===== config.mk =====
export PLATFORM = sky130hd
export DESIGN_NAME = sdram_arb
export DESIGN_NICKNAME = d
export VERILOG_FILES = /design/src/rtl/sdram_arb.sv
export SDC_FILE = /design/constraint.sdc
export NUM_CORES = 1
export LEC_CHECK = 0
export BUFFER_PORTS_ARGS = -buffer_cell sky130_fd_sc_hd__buf_4
export CAP_MARGIN = 20
export CORE_ASPECT_RATIO = 2
export CORE_MARGIN = 1.5
export CORE_UTILIZATION = 51
export DETAILED_ROUTE_END_ITERATION = 6
export GPL_ROUTABILITY_DRIVEN = 1
export GPL_TIMING_DRIVEN = 1
export PLACE_DENSITY_LB_ADDON = 0.08
export SLEW_MARGIN = 20
export SYNTH_ARGS = -nofsm -noshare
export SYNTH_HDL_FRONTEND = slang
export SYNTH_SLANG_ARGS = --single-unit
export TNS_END_PERCENT = 50

===== constraint.sdc =====
create_clock -name clock -period 6.15 [get_ports clock]
set_input_delay 0.615 -clock clock [delete_from_list [all_inputs] [get_ports clock]]
set_output_delay 0.615 -clock clock [all_outputs]
set_load 0.05 [all_outputs]

===== src/rtl/sdram_arb.sv =====
// Arbiter sharing one SDRAM controller port between CPU, DMA and a refresh timer.
// Optional macro SDRAM_ARB_FAIR_EN lets DMA in after three consecutive CPU grants.
module sdram_arb #(
    parameter int unsigned AW          = 22,
    parameter int unsigned DW          = 16,
    parameter int unsigned SLOT        = 8,
    parameter int unsigned LATENCY     = 5,
    parameter int unsigned RFSH_PERIOD = 512
) (
    input  logic          clock,
    input  logic          reset,
    input  logic          ready,
    input  logic          cpuRf,
    input  logic          cpuRd,
    input  logic          cpuWr,
    input  logic [AW-1:0] cpuA,
    input  logic [DW-1:0] cpuD,
    output logic [DW-1:0] cpuQ,
    input  logic          dmaReq,
    input  logic          dmaWe,
    input  logic [AW-1:0] dmaA,
    input  logic [DW-1:0] dmaD,
    output logic          dmaAck,
    output logic [DW-1:0] dmaQ,
    output logic          sdrRf,
    output logic          sdrRd,
    output logic          sdrWr,
    output logic [AW-1:0] sdrA,
    output logic [DW-1:0] sdrD,
    input  logic [DW-1:0] sdrQ,
    output logic          busy
);

    localparam int unsigned CW = (SLOT > 1) ? $clog2(SLOT) : 1;
    localparam int unsigned TW = $clog2(RFSH_PERIOD + 1);

    typedef enum logic [1:0] {IDLE, CPU, RFSH, DMA} state_t;

    state_t        r_state;
    logic [CW-1:0] r_cnt;
    logic          r_isRd;
    logic [TW-1:0] r_timer;

    logic          r_rfPrev, r_rdPrev, r_wrPrev;
    logic          r_pendRf, r_pendRd, r_pendWr;
    logic [AW-1:0] r_rdA, r_wrA;
    logic [DW-1:0] r_wrD;

    logic w_free, w_rfshDue, w_dmaFirst, w_capture;
    logic w_gntWr, w_gntRd, w_gntRf, w_gntDma;

    // The decision point is either idle or the last cycle of a slot, so slots run back to back.
    assign w_free    = (r_state == IDLE) || (r_cnt == CW'(SLOT - 1));
    assign w_rfshDue = r_pendRf || (r_timer >= TW'(RFSH_PERIOD));
    assign w_capture = ((r_state == CPU) || (r_state == DMA)) && r_isRd &&
                       (r_cnt == CW'(LATENCY - 1));

`ifdef SDRAM_ARB_FAIR_EN
    logic [1:0] r_fair;

    always_ff @(posedge clock or posedge reset) begin
        if (reset) begin
            r_fair <= 2'd0;
        end else if (w_gntDma || !dmaReq) begin
            r_fair <= 2'd0;
        end else if ((w_gntWr || w_gntRd) && (r_fair != 2'd3)) begin
            r_fair <= r_fair + 2'd1;
        end
    end

    assign w_dmaFirst = (r_fair == 2'd3) && dmaReq;
`else
    assign w_dmaFirst = 1'b0;
`endif

    always_comb begin
        w_gntWr  = 1'b0;
        w_gntRd  = 1'b0;
        w_gntRf  = 1'b0;
        w_gntDma = 1'b0;
        if (w_free && ready) begin
            if (w_dmaFirst) begin
                if (w_rfshDue) w_gntRf  = 1'b1;
                else           w_gntDma = 1'b1;
            end else if (r_pendWr) begin
                w_gntWr = 1'b1;
            end else if (r_pendRd) begin
                w_gntRd = 1'b1;
            end else if (w_rfshDue) begin
                w_gntRf = 1'b1;
            end else if (dmaReq) begin
                w_gntDma = 1'b1;
            end
        end
    end

    // CPU strobes are levels: only a rising edge creates a request; a grant consumes it.
    always_ff @(posedge clock or posedge reset) begin
        if (reset) begin
            r_rfPrev <= 1'b0;
            r_rdPrev <= 1'b0;
            r_wrPrev <= 1'b0;
            r_pendRf <= 1'b0;
            r_pendRd <= 1'b0;
            r_pendWr <= 1'b0;
            r_rdA    <= '0;
            r_wrA    <= '0;
            r_wrD    <= '0;
            r_timer  <= '0;
        end else begin
            r_rfPrev <= cpuRf;
            r_rdPrev <= cpuRd;
            r_wrPrev <= cpuWr;
            if (w_gntWr) r_pendWr <= 1'b0;
            if (w_gntRd) r_pendRd <= 1'b0;
            if (w_gntRf) r_pendRf <= 1'b0;
            if (cpuWr && !r_wrPrev) begin
                r_pendWr <= 1'b1;
                r_wrA    <= cpuA;
                r_wrD    <= cpuD;
            end
            if (cpuRd && !r_rdPrev) begin
                r_pendRd <= 1'b1;
                r_rdA    <= cpuA;
            end
            if (cpuRf && !r_rfPrev) r_pendRf <= 1'b1;
            if (w_gntRf) begin
                r_timer <= '0;
            end else if (ready && (r_timer < TW'(RFSH_PERIOD))) begin
                r_timer <= r_timer + TW'(1);
            end
        end
    end

    always_ff @(posedge clock or posedge reset) begin
        if (reset) begin
            r_state <= IDLE;
            r_cnt   <= '0;
            r_isRd  <= 1'b0;
            sdrRf   <= 1'b1;
            sdrRd   <= 1'b1;
            sdrWr   <= 1'b1;
            sdrA    <= '0;
            sdrD    <= '0;
            cpuQ    <= '0;
            dmaQ    <= '0;
            dmaAck  <= 1'b0;
            busy    <= 1'b0;
        end else begin
            sdrRf  <= 1'b1;
            sdrRd  <= 1'b1;
            sdrWr  <= 1'b1;
            dmaAck <= 1'b0;
            if (w_capture) begin
                if (r_state == DMA) begin
                    dmaQ   <= sdrQ;
                    dmaAck <= 1'b1;
                end else begin
                    cpuQ <= sdrQ;
                end
            end
            if (w_gntWr || w_gntRd || w_gntRf || w_gntDma) begin
                r_cnt <= '0;
                busy  <= 1'b1;
                if (w_gntWr) begin
                    r_state <= CPU;
                    r_isRd  <= 1'b0;
                    sdrWr   <= 1'b0;
                    sdrA    <= r_wrA;
                    sdrD    <= r_wrD;
                end else if (w_gntRd) begin
                    r_state <= CPU;
                    r_isRd  <= 1'b1;
                    sdrRd   <= 1'b0;
                    sdrA    <= r_rdA;
                end else if (w_gntRf) begin
                    r_state <= RFSH;
                    r_isRd  <= 1'b0;
                    sdrRf   <= 1'b0;
                end else begin
                    r_state <= DMA;
                    r_isRd  <= !dmaWe;
                    sdrA    <= dmaA;
                    if (dmaWe) begin
                        sdrWr  <= 1'b0;
                        sdrD   <= dmaD;
                        dmaAck <= 1'b1;
                    end else begin
                        sdrRd <= 1'b0;
                    end
                end
            end else if (r_state != IDLE) begin
                if (r_cnt == CW'(SLOT - 1)) begin
                    r_state <= IDLE;
                    r_cnt   <= '0;
                    busy    <= 1'b0;
                end else begin
                    r_cnt <= r_cnt + CW'(1);
                end
            end
        end
    end

endmodule


==> impl_metrics.json, run 1 <==
{
  "synth.yosys.warnings": 0,
  "final_layout_size_suffix_gt1_frac": 0.3279,
  "drt_iter0_markers": 251,
  "synth_seq_cells": 157,
  "syn_avg_cell_area_um2": 13.04,
  "path_buf_inv": 1,
  "insertedDiodeCount": 0,
  "cts_tree": "done",
  "post-cts-setup-buffers": 0,
  "p_leak_uw": 0.004003,
  "slew_headroom": 0.3515,
  "worst_ep_arrival_time_ns": 3.05,
  "avgRoutedWirePerCell_um": 18.68,
  "rows": 57,
  "die_w_um": 82.47,
  "path_clk_slew_ns": 0.06,
  "synth.area.top_cells": "dfrtp_1, mux2_1, o21ai_1, a221oi_1, a221o_1",
  "grtUsageTotal": 0.2417,
  "fp.dieH_um": 161.9,
  "clockRootBuffer": "clkbuf_16",
  "first_pass_iters": 4,
  "start_kind": "flip-flop",
  "ant_nets": 0,
  "crit_fanout": 27,
  "grt-ovfl-total": 0,
  "fin_crit_sh": 0.4384,
  "crit_start": "r_pendRd$_DFFE_PP0P_",
  "syn_area_um2": 6441,
  "worst_pin_slew_ns": 0.9728,
  "async_flop_share": 1.000,
  "r2r_slack_ns": 3.45,
  "die_area_um2": 13350,
  "via_count": 4650,
  "r2r.worst_path.cells": 5,
  "grt_pass1_vias": 4872,
  "cp_top_family": "simple AND/OR/NAND/NOR gates",
  "worstReg2RegStart": "r_pendRd$_DFFE_PP0P_",
  "synth.top_cell.area_share": 0.5983,
  "synthFlopType": "dfrtp_1",
  "cp-end-kind": "flip-flop",
  "cts_buffers": 17,
  "min_path_cells": 1,
  "cp_cell_sequence": "nor4b_4 > buf_4 > nand2_2 > nor3_2 > a221o_1",
  "grt_pass1_wl_um": 24130,
  "routed_wl_um": 15340,
  "clock_skew_ns": 0.007849,
  "routed_via_density": 5.664,
  "ir_drop_mv": 0.3074,
  "cts.path.max_buffers": 2,
  "syn_to_final_growth_pct": 30.38,
  "finalHoldViolCount": 0,
  "cts.htree.levels": 4,
  "final_cell_count_no_fill": 821,
  "holdPathEnd": "r_wrPrev$_DFF_PP0_",
  "status": "complete, no violations",
  "power_density_nw_per_um2": 502.3,
  "fin_hold_ws_ns": 0.3087,
  "syn-num-nets": 599,
  "hp-class": "in2reg",
  "grt_use_met2": 0.4180,
  "synth_cell_types": 44,
  "yosysTopAreaCell": "dfrtp_1",
  "gp_congestion": 0.8097,
  "yosysSeqAreaShare": 0.6105,
  "grt_max_degree": 100,
  "drc_errors": 0,
  "insertion_delay_ns": 0.42,
  "portBuffers": 174,
  "critical_path_required_ns": 6.50,
  "max_cap_viol_count": 0,
  "grt_use_met1": 0.2721,
  "synth_edf_count": 0,
  "initial_utilization": 0.5251,
  "cpPeakStageDelay_ns": 0.74,
  "crit_type": "reg2reg",
  "setup_viol": 0,
  "cts.sinks": 157,
  "rsz0062_at_grt": "false",
  "min_period_ns": 2.696,
  "cts_resized": 0,
  "top_usage_layer": "met2",
  "hp-start": "cpuWr",
  "r2r-end": "sdrD[2]$_DFFE_PP0P_",
  "tns_ns": 0,
  "pin_count": 175,
  "core_um2": 12270,
  "grtUsageMet3": 0.06966,
  "finalNetCount": 766,
  "hold_buffers": 0,
  "final_max_slew_viol_count": 0,
  "fmax_mhz": 370.9,
  "syn_inst": 494,
  "nFillCells": 944,
  "hpwl_um": 10830,
  "antenna_found_initial": 0,
  "cp_slowest_cell": "dfrtp_1",
  "placed_cells": 789
}
==> synthesized netlist by cell type, drive strengths merged, types with 2 or more instances <==
| cell | instances |
|---|---|
| a21o | 3 |
| a21oi | 3 |
| a221o | 15 |
| a221oi | 21 |
| and2 | 2 |
| and3 | 18 |
| and4 | 2 |
| buf | 11 |
| clkbuf | 22 |
| dfrtp | 154 |
| dfstp | 3 |
| ha | 5 |
| inv | 11 |
| mux2 | 92 |
| nand2 | 33 |
| nand3 | 2 |
| nand4 | 2 |
| nor2 | 15 |
| nor2b | 3 |
| o211ai | 2 |
| o21ai | 50 |
| o22ai | 2 |
| xor2 | 7 |
==> area by class of cell <==
| cell class | instances | area, um^2 | area share |
|---|---|---|---|
| Multi-Input combinational cell | 293 | 2325 | 0.2768 |
| Clock buffer | 19 | 442.9 | 0.05274 |
| Clock inverter | 13 | 108.9 | 0.01296 |
| Tap cell | 147 | 183.9 | 0.02190 |
| Timing Repair Buffer | 181 | 1359 | 0.1618 |
| Sequential cell | 157 | 3933 | 0.4683 |
| Inverter | 11 | 46.29 | 0.005513 |
==> worst max path at each step <==
stage	endpoint	slack, ns	cells past startpoint
global route	sdrD[14]$_DFFE_PP0P_	3.26	5
floorplan	busy$_DFFE_PP0P_	1.31	1
global placement	sdrD[14]$_DFFE_PP0P_	3.62	5
CTS	sdrD[2]$_DFFE_PP0P_	3.48	5
finish	sdrD[2]$_DFFE_PP0P_	3.45	5
detailed placement	sdrD[2]$_DFFE_PP0P_	3.47	5
==> worst register-to-register path: stages, from the launching register on <==
cell and delay (ns):
dfrtp_1 0.74, nor4b_4 0.42, buf_4 0.33, nand2_2 0.13, nor3_2 0.72, a221o_1 0.28
==> stage by stage <==
stage	cell area [um^2]	utilization	setup WS, ns	power [uW]
2_1_floorplan	6441	-	1.305	2717
6_report	8398	0.6846	3.454	4218
3_5_place_dp	7846	0.6396	3.473	3276
3_3_place_gp	7846	0.6396	3.624	3227
4_1_cts	8398	0.6846	3.477	4250
5_1_grt	8398	0.6846	3.262	4434
==> layer usage <==
layer  up-vias  wire length [um]
met5         -                 0
met2       164              8345
met4         0               392
met3        26               975
li1       2125                 -
met1      2335              5627
==> state kept, by name, indices dropped and copies added, names as in the netlist <==
| signal | cells |
|---|---|
| r_rdA | 22 |
| r_wrA | 22 |
| sdrA | 22 |
| cpuQ | 16 |
| dmaQ | 16 |
| r_wrD | 16 |
| sdrD | 16 |
| r_timer | 10 |
| r_cnt | 3 |
| r_state | 2 |
| busy | 1 |
| dmaAck | 1 |
| r_isRd | 1 |
| r_pendRd | 1 |
| r_pendRf | 1 |
| r_pendWr | 1 |
| r_rdPrev | 1 |
| r_rfPrev | 1 |
| r_wrPrev | 1 |
| sdrRd | 1 |
| sdrRf | 1 |
| sdrWr | 1 |
==> report_power, final <==
part,total [uW],internal [uW],switching [uW]
Sequential,1560,1340,224
Combinational,1690,557,1130
Clock,968,536,432
==> cell usage in the layout (no fill, tap or decap), drive strengths merged, types with 3 or more instances in the layout <==
cell      instances
a21oi             3
mux2             92
buf             181
clkinvlp          3
inv              16
o21ai            50
ha                5
a221oi           21
nor2             15
and3             18
nand2            33
xor2              7
clkinv            5
a221o            15
dfrtp           154
dfstp             3
nor2b             3
clkbuf           19
a21o              3
==> cells by family after synthesis <==
group / count (synthesis) / synth area share
DFF: 157 / 0.6105
muxes: 92 / 0.1608
adders and majority gates: 5 / 0.009713
xor gates and xnor gates: 8 / 0.01088
and+or+nand+nor: 84 / 0.06780
buffers and inverters: 44 / 0.02972
AOI/OAI and AO/OA: 104 / 0.1105
(Power assumes the default switching activity.)
==> run 2, diff against run 1 <==
--- a/config.mk
+++ b/config.mk
@@ -5,6 +5,7 @@
 export SDC_FILE = /design/constraint.sdc
 export NUM_CORES = 1
 export LEC_CHECK = 0
+export ABC_AREA = 1
 export BUFFER_PORTS_ARGS = -buffer_cell sky130_fd_sc_hd__buf_4
 export CAP_MARGIN = 20
 export CORE_ASPECT_RATIO = 2
==> constraint.sdc (replaced) <==
create_clock -name clock -period 2.6 [get_ports clock]
set_input_delay 0.26 -clock clock [delete_from_list [all_inputs] [get_ports clock]]
set_output_delay 0.26 -clock clock [all_outputs]
set_load 0.05 [all_outputs]
==> impl_metrics.json, run 2 <==
{
  "status": "complete, no violations",
  "cts.path.max_buffers": 2,
  "p_leak_uw": 0.004737,
  "synth_seq_cells": 157,
  "grtUsageTotal": 0.2486,
  "hpwl_um": 12440,
  "synth.yosys.warnings": 0,
  "rsz0062_at_grt": "false",
  "grt-ovfl-total": 0,
  "core_um2": 13510,
  "insertion_delay_ns": 0.42,
  "cts_buffers": 17,
  "cts_tree": "done",
  "crit_fanout": 45,
  "rows": 60,
  "synth_edf_count": 0,
  "synth.top_cell.area_share": 0.5443,
  "yosysMostFrequentCell": "nand2_1",
  "pin_count": 175,
  "path_buf_inv": 1,
  "tns_ns": 0,
  "max_cap_viol_count": 0,
  "drt_iter0_markers": 349,
  "yosysSeqAreaShare": 0.5554,
  "portBuffers": 174,
  "min_period_ns": 2.321,
  "cp_slowest_cell": "dfrtp_1",
  "die_w_um": 86.32,
  "finalHoldViolCount": 0,
  "r2r-end": "sdrA[13]$_DFFE_PP0P_",
  "drc_errors": 0,
  "setup_viol": 0,
  "placed_cells": 1115,
  "ant_nets": 0,
  "slew_headroom": 0.4918,
  "cts.sinks": 157,
  "syn-num-nets": 922,
  "power_density_nw_per_um2": 1221,
  "avgRoutedWirePerCell_um": 15.24,
  "r2r.worst_path.cells": 9,
  "worstReg2RegStart": "r_cnt[0]$_DFFE_PP0P_",
  "min_path_cells": 3,
  "cts.htree.levels": 4,
  "nFillCells": 1163,
  "routed_wl_um": 17540,
  "ir_drop_mv": 0.7226,
  "finalNetCount": 1088,
  "grt_max_degree": 47,
  "die_area_um2": 14640,
  "final_layout_size_suffix_gt1_frac": 0.2801,
  "cts_resized": 0,
  "syn_inst": 817,
  "clockRootBuffer": "clkbuf_16",
  "final_cell_count_no_fill": 1151,
  "synth_cell_types": 31,
  "antenna_found_initial": 0,
  "path_clk_slew_ns": 0.07,
  "hp-start": "sdrQ[15]",
  "fp.dieH_um": 169.6,
  "synthFlopType": "dfrtp_1",
  "worst_ep_arrival_time_ns": 2.68,
  "async_flop_share": 1.000,
  "grt_pass1_vias": 6110,
  "clock_skew_ns": 0.01389,
  "fmax_mhz": 430.8,
  "crit_type": "reg2reg",
  "post-cts-setup-buffers": 0,
  "syn_avg_cell_area_um2": 8.667,
  "worst_pin_slew_ns": 0.7607,
  "r2r_slack_ns": 0.28,
  "via_count": 6179,
  "syn_area_um2": 7081,
  "multi_input_area_um2": 2748,
  "crit_start": "r_cnt[0]$_DFFE_PP0P_",
  "final_max_slew_viol_count": 0,
  "hp-class": "in2reg",
  "critical_path_required_ns": 2.96,
  "fin_crit_sh": 0.8928,
  "register_area_um2": 3933,
  "holdPathEnd": "dmaQ[15]$_DFFE_PP0P_",
  "cp_cell_sequence": "ha_1 > ha_1 > inv_1 > nand2_8 > nand3_4 > nand2_4 > nor2_2 > nand2_1 > nand2_1",
  "syn_to_final_growth_pct": 28.61,
  "mostFrequentLayoutCells": "nand2_1, buf_4, dfrtp_1, o21ai_0, nand3_1",
  "cpPeakStageDelay_ns": 0.41,
  "cp_top_family": "simple AND/OR/NAND/NOR gates",
  "synth_common_cells": "nand2_1, dfrtp_1, o21ai_0",
  "cp-end-kind": "flip-flop",
  "first_pass_iters": 7,
  "initial_utilization": 0.5240,
  "synth.area.top_cells": "dfrtp_1, nand2_1, o21ai_0, nand3_1, nand4_1",
  "reg.largest.list": "r_rdA: 22 flops, r_wrA: 22 flops, sdrA: 22 flops",
  "grt_pass1_wl_um": 28470,
  "layout_commonest_cell": "nand2_1",
  "start_kind": "flip-flop",
  "gp_congestion": 0.8616,
  "routed_via_density": 5.368,
  "insertedDiodeCount": 0,
  "yosysTopAreaCell": "dfrtp_1"
}
==> run 2: cell count changes after synthesis, sizes merged, moves of 37 or more <==
cell | previous run | this run
nand2 | 33 | 305
nand3 | 2 | 53
nor2 | 15 | 63
inv | 11 | 48
nand4 | 2 | 39
mux2 | 92 | 16
==> run 2: layer usage <==
metal	GRT usage	wire length, um	part of all wire
met4	0.1136	517	0.029
met5	0	0	0
met3	0.04232	940	0.054
met1	0.2848	6598	0.38
met2	0.4451	9481	0.54
==> run 2: per-stage QoR <==
step	total power (uW)	setup slack, ns	hold WS [ns]	area (um^2)	util
after global placement	8704	0.4078	0.3800	8512	0.6299
after global routing	11750	0.09919	0.04317	9106	0.6739
after floorplan	7313	0.3556	0.2914	7084	-
after detailed placement	8825	0.2927	0.3867	8512	0.6299
after CTS	11210	0.2859	0.03490	9106	0.6739
final	11120	0.2787	0.04683	9106	0.6739
==> run 2: layout make-up <==
type	count	area share
flip-flops and latches	157	0.4318
multi-input cells	568	0.3017
repair buffers	191	0.1641
clock buffers	17	0.04672
well taps	155	0.02130
inverters	48	0.02020
clock inverters	15	0.01415
==> run 2: worst reg2reg max path: cells and delay by family (launching register included) <==
kind,cells,cell delay (ns)
flip-flops,1,0.41
buffers and inverters,1,0.20
AND/OR/NAND/NOR,6,1.26
adder cells (fa/ha/maj),2,0.39
==> run 2: kinds of logic after synthesis <==
group           count (synthesis)  synth area share
flops                         157            0.5554
mux                            16           0.02545
compound gates                 83           0.05973
fa+ha+maj                       5          0.008835
simple gates                  464            0.2937
buf+inv                        92           0.05690
==> run 2: what timing repair did <==
item / in CTS / in global routing
setup endpoints to repair: 0 / 0
endpoints found under the hold margin: 28 / 0
hold buffers: 4 / 0
==> run 2: worst max path at each step <==
stage,slack (ns),end,cells past startpoint
global route,0.1,sdrA[18]$_DFFE_PP0P_,9
global placement,0.41,sdrA[16]$_DFFE_PP0P_,9
CTS,0.29,sdrA[13]$_DFFE_PP0P_,9
detailed placement,0.29,r_state[0]$_DFFE_PP0P_,8
floorplan,0.36,busy$_DFFE_PP0P_,1
finish,0.28,sdrA[13]$_DFFE_PP0P_,9
==> run 2: where the power goes <==
part / switching, uW / internal, uW / total, uW
clock: 1090 / 1260 / 2350
combinational: 3620 / 1480 / 5100
sequential: 453 / 3210 / 3670
total: 5170 / 5950 / 11100
==> run 3, diff against run 2 <==
--- a/config.mk
+++ b/config.mk
@@ -10,7 +10,7 @@
 export CAP_MARGIN = 20
 export CORE_ASPECT_RATIO = 2
 export CORE_MARGIN = 1.5
-export CORE_UTILIZATION = 51
+export CORE_UTILIZATION = 29
 export DETAILED_ROUTE_END_ITERATION = 6
 export GPL_ROUTABILITY_DRIVEN = 1
 export GPL_TIMING_DRIVEN = 1
==> constraint.sdc (replaced) <==
create_clock -name clock -period 2.3 [get_ports clock]
set_input_delay 0.23 -clock clock [delete_from_list [all_inputs] [get_ports clock]]
set_output_delay 0.23 -clock clock [all_outputs]
set_load 0.05 [all_outputs]
==> impl_metrics.json, run 3 (synthesis gave the netlist of run 2 again) <==
{
  "swShare": 0.4455,
  "cts.htree.levels": 4,
  "path_clk_slew_ns": 0.06,
  "insertedDiodeCount": 0,
  "grt-ovfl-total": 0,
  "crit_fanout": 21,
  "pin_count": 175,
  "cp_slowest_cell": "dfrtp_1",
  "fmax_mhz": 477.8,
  "initial_utilization": 0.2960,
  "cts_buffers": 17,
  "post-cts-setup-buffers": 0,
  "layout_commonest_cell": "nand2_1",
  "cpPeakStageDelay_ns": 0.40,
  "die_w_um": 113.5,
  "cts_tree": "done",
  "final_layout_size_suffix_gt1_frac": 0.2763,
  "crit_type": "reg2reg",
  "max_cap_viol_count": 0,
  "die_area_um2": 25420,
  "power_density_nw_per_um2": 1369,
  "cts.path.max_buffers": 2,
  "avgRoutedWirePerCell_um": 15.98,
  "path_buf_inv": 2,
  "syn_to_final_growth_pct": 34.83,
  "p_leak_uw": 0.004865,
  "start_kind": "flip-flop",
  "cp-end-kind": "flip-flop",
  "cp_top_family": "simple AND/OR/NAND/NOR gates",
  "grt_pass1_wl_um": 33620,
  "worstReg2RegStart": "r_cnt[0]$_DFFE_PP0P_",
  "setup_viol": 0,
  "min_period_ns": 2.093,
  "tns_ns": 0,
  "worst_pin_slew_ns": 0.7166,
  "via_count": 5999,
  "p_seq_frac": 0.318,
  "mostFrequentLayoutCells": "nand2_1, buf_4, dfrtp_1, o21ai_0, nand3_1",
  "hp-start": "cpuD[1]",
  "cts_resized": 0,
  "finalHoldViolCount": 0,
  "final_max_slew_viol_count": 0,
  "insertion_delay_ns": 0.43,
  "register_area_um2": 3933,
  "clockRootBuffer": "clkbuf_16",
  "grt_max_degree": 75,
  "place_area_um2": 8742,
  "fp.dieH_um": 224.0,
  "design_area_um2": 9547,
  "p_sw_uw": 5820,
  "antenna_found_initial": 0,
  "drt_iter0_markers": 251,
  "first_pass_iters": 6,
  "ant_nets": 0,
  "worst_ep_arrival_time_ns": 2.46,
  "critical_path_required_ns": 2.67,
  "fin_crit_sh": 0.9100,
  "grtUsageTotal": 0.1724,
  "slew_headroom": 0.5206,
  "hold_buffers": 20,
  "drc_errors": 0,
  "ir_drop_mv": 0.5724,
  "p_int_uw": 7245,
  "nFillCells": 2499,
  "crit_start": "r_cnt[0]$_DFFE_PP0P_",
  "finalNetCount": 1111,
  "portBuffers": 174,
  "grt_pass1_vias": 6374,
  "hpwl_um": 15090,
  "cts.sinks": 157,
  "combinationalPowerShare": 0.456,
  "hp-class": "in2reg",
  "status": "complete, no violations",
  "routed_via_density": 4.600,
  "rows": 80,
  "clock_power_share": 0.226,
  "multi_input_area_um2": 2748,
  "gp_congestion": 0.7589,
  "reg.largest.list": "r_rdA: 22 flops, r_wrA: 22 flops, sdrA: 22 flops",
  "rsz0062_at_grt": "false",
  "clock_skew_ns": 0.006676,
  "cp_cell_sequence": "ha_1 > ha_1 > inv_1 > nand2_8 > nand3_4 > nand2_4 > buf_4 > nor2_2 > nand2_1 > nand2_1",
  "core_um2": 23920,
  "routed_wl_um": 20840
}
[run 3: cell types whose count changed in the layout (fill, tap and decap cells not counted), moves of 2 or more]
cell,change
inv_8,-4
clkbuf_1,+3
clkbuf_8,+2
inv_6,-6
dlygate4sd3_1,+16
buf_4,+6
bufinv_16,+4
[run 3: final timing paths]
| kind | to | slack, ns | cells past startpoint |
|---|---|---|---|
| setup / recovery | sdrA[12]$_DFFE_PP0P_ | 0.21 | 10 |
| hold / removal | r_wrD[1]$_DFFE_PP0P_ | 0.03 | 2 |
| setup reg to reg | sdrA[12]$_DFFE_PP0P_ | 0.21 | 10 |
| hold reg to reg | r_pendRf$_DFFE_PP0P_ | 0.42 | 1 |
| max in group asynchronous | r_wrPrev$_DFF_PP0_ | 1.22 | 4 |
| min in group asynchronous | dmaQ[5]$_DFFE_PP0P_ | 0.35 | 3 |
[run 3: routing by layer]
metal  vias to the layer above  global-route usage  part of all wire
li1                       3016                   -                 -
met1                      2793              0.1840              0.39
met2                       165              0.3243              0.55
met3                        25             0.04113             0.036
met4                         0             0.06008             0.020
met5                         -                   0                 0
[run 3: per-stage QoR]
step	hold WS [ns]	power, uW	util	setup slack, ns	instances
floorplan	0.2614	8267	-	0.08557	817
global placement	0.2474	10190	0.3654	0.2345	1254
detailed placement	0.2434	10210	0.3654	0.1955	1254
CTS	0.0004645	13270	0.3991	0.1702	1304
global route	0.005582	13900	0.3991	0.009023	1304
finish	0.03340	13070	0.3991	0.2071	1304
[run 3: area by class of cell]
type,count,area share
Inverter,48,0.01927
Clock buffer,22,0.04862
Sequential cell,157,0.4119
Multi-Input combinational cell,568,0.2878
Clock inverter,8,0.01468
Timing Repair Buffer,214,0.1801
Tap cell,287,0.03761
[run 3: power groups by stage]
stage / sequential, uW / combinational (uW) / clock (uW)
floorplan: 6160 / 2100 / 0
global placement: 4220 / 5970 / 0
detailed placement: 4210 / 6000 / 0
CTS: 4180 / 6040 / 3050
global route: 4270 / 6470 / 3160
finish: 4160 / 5950 / 2950
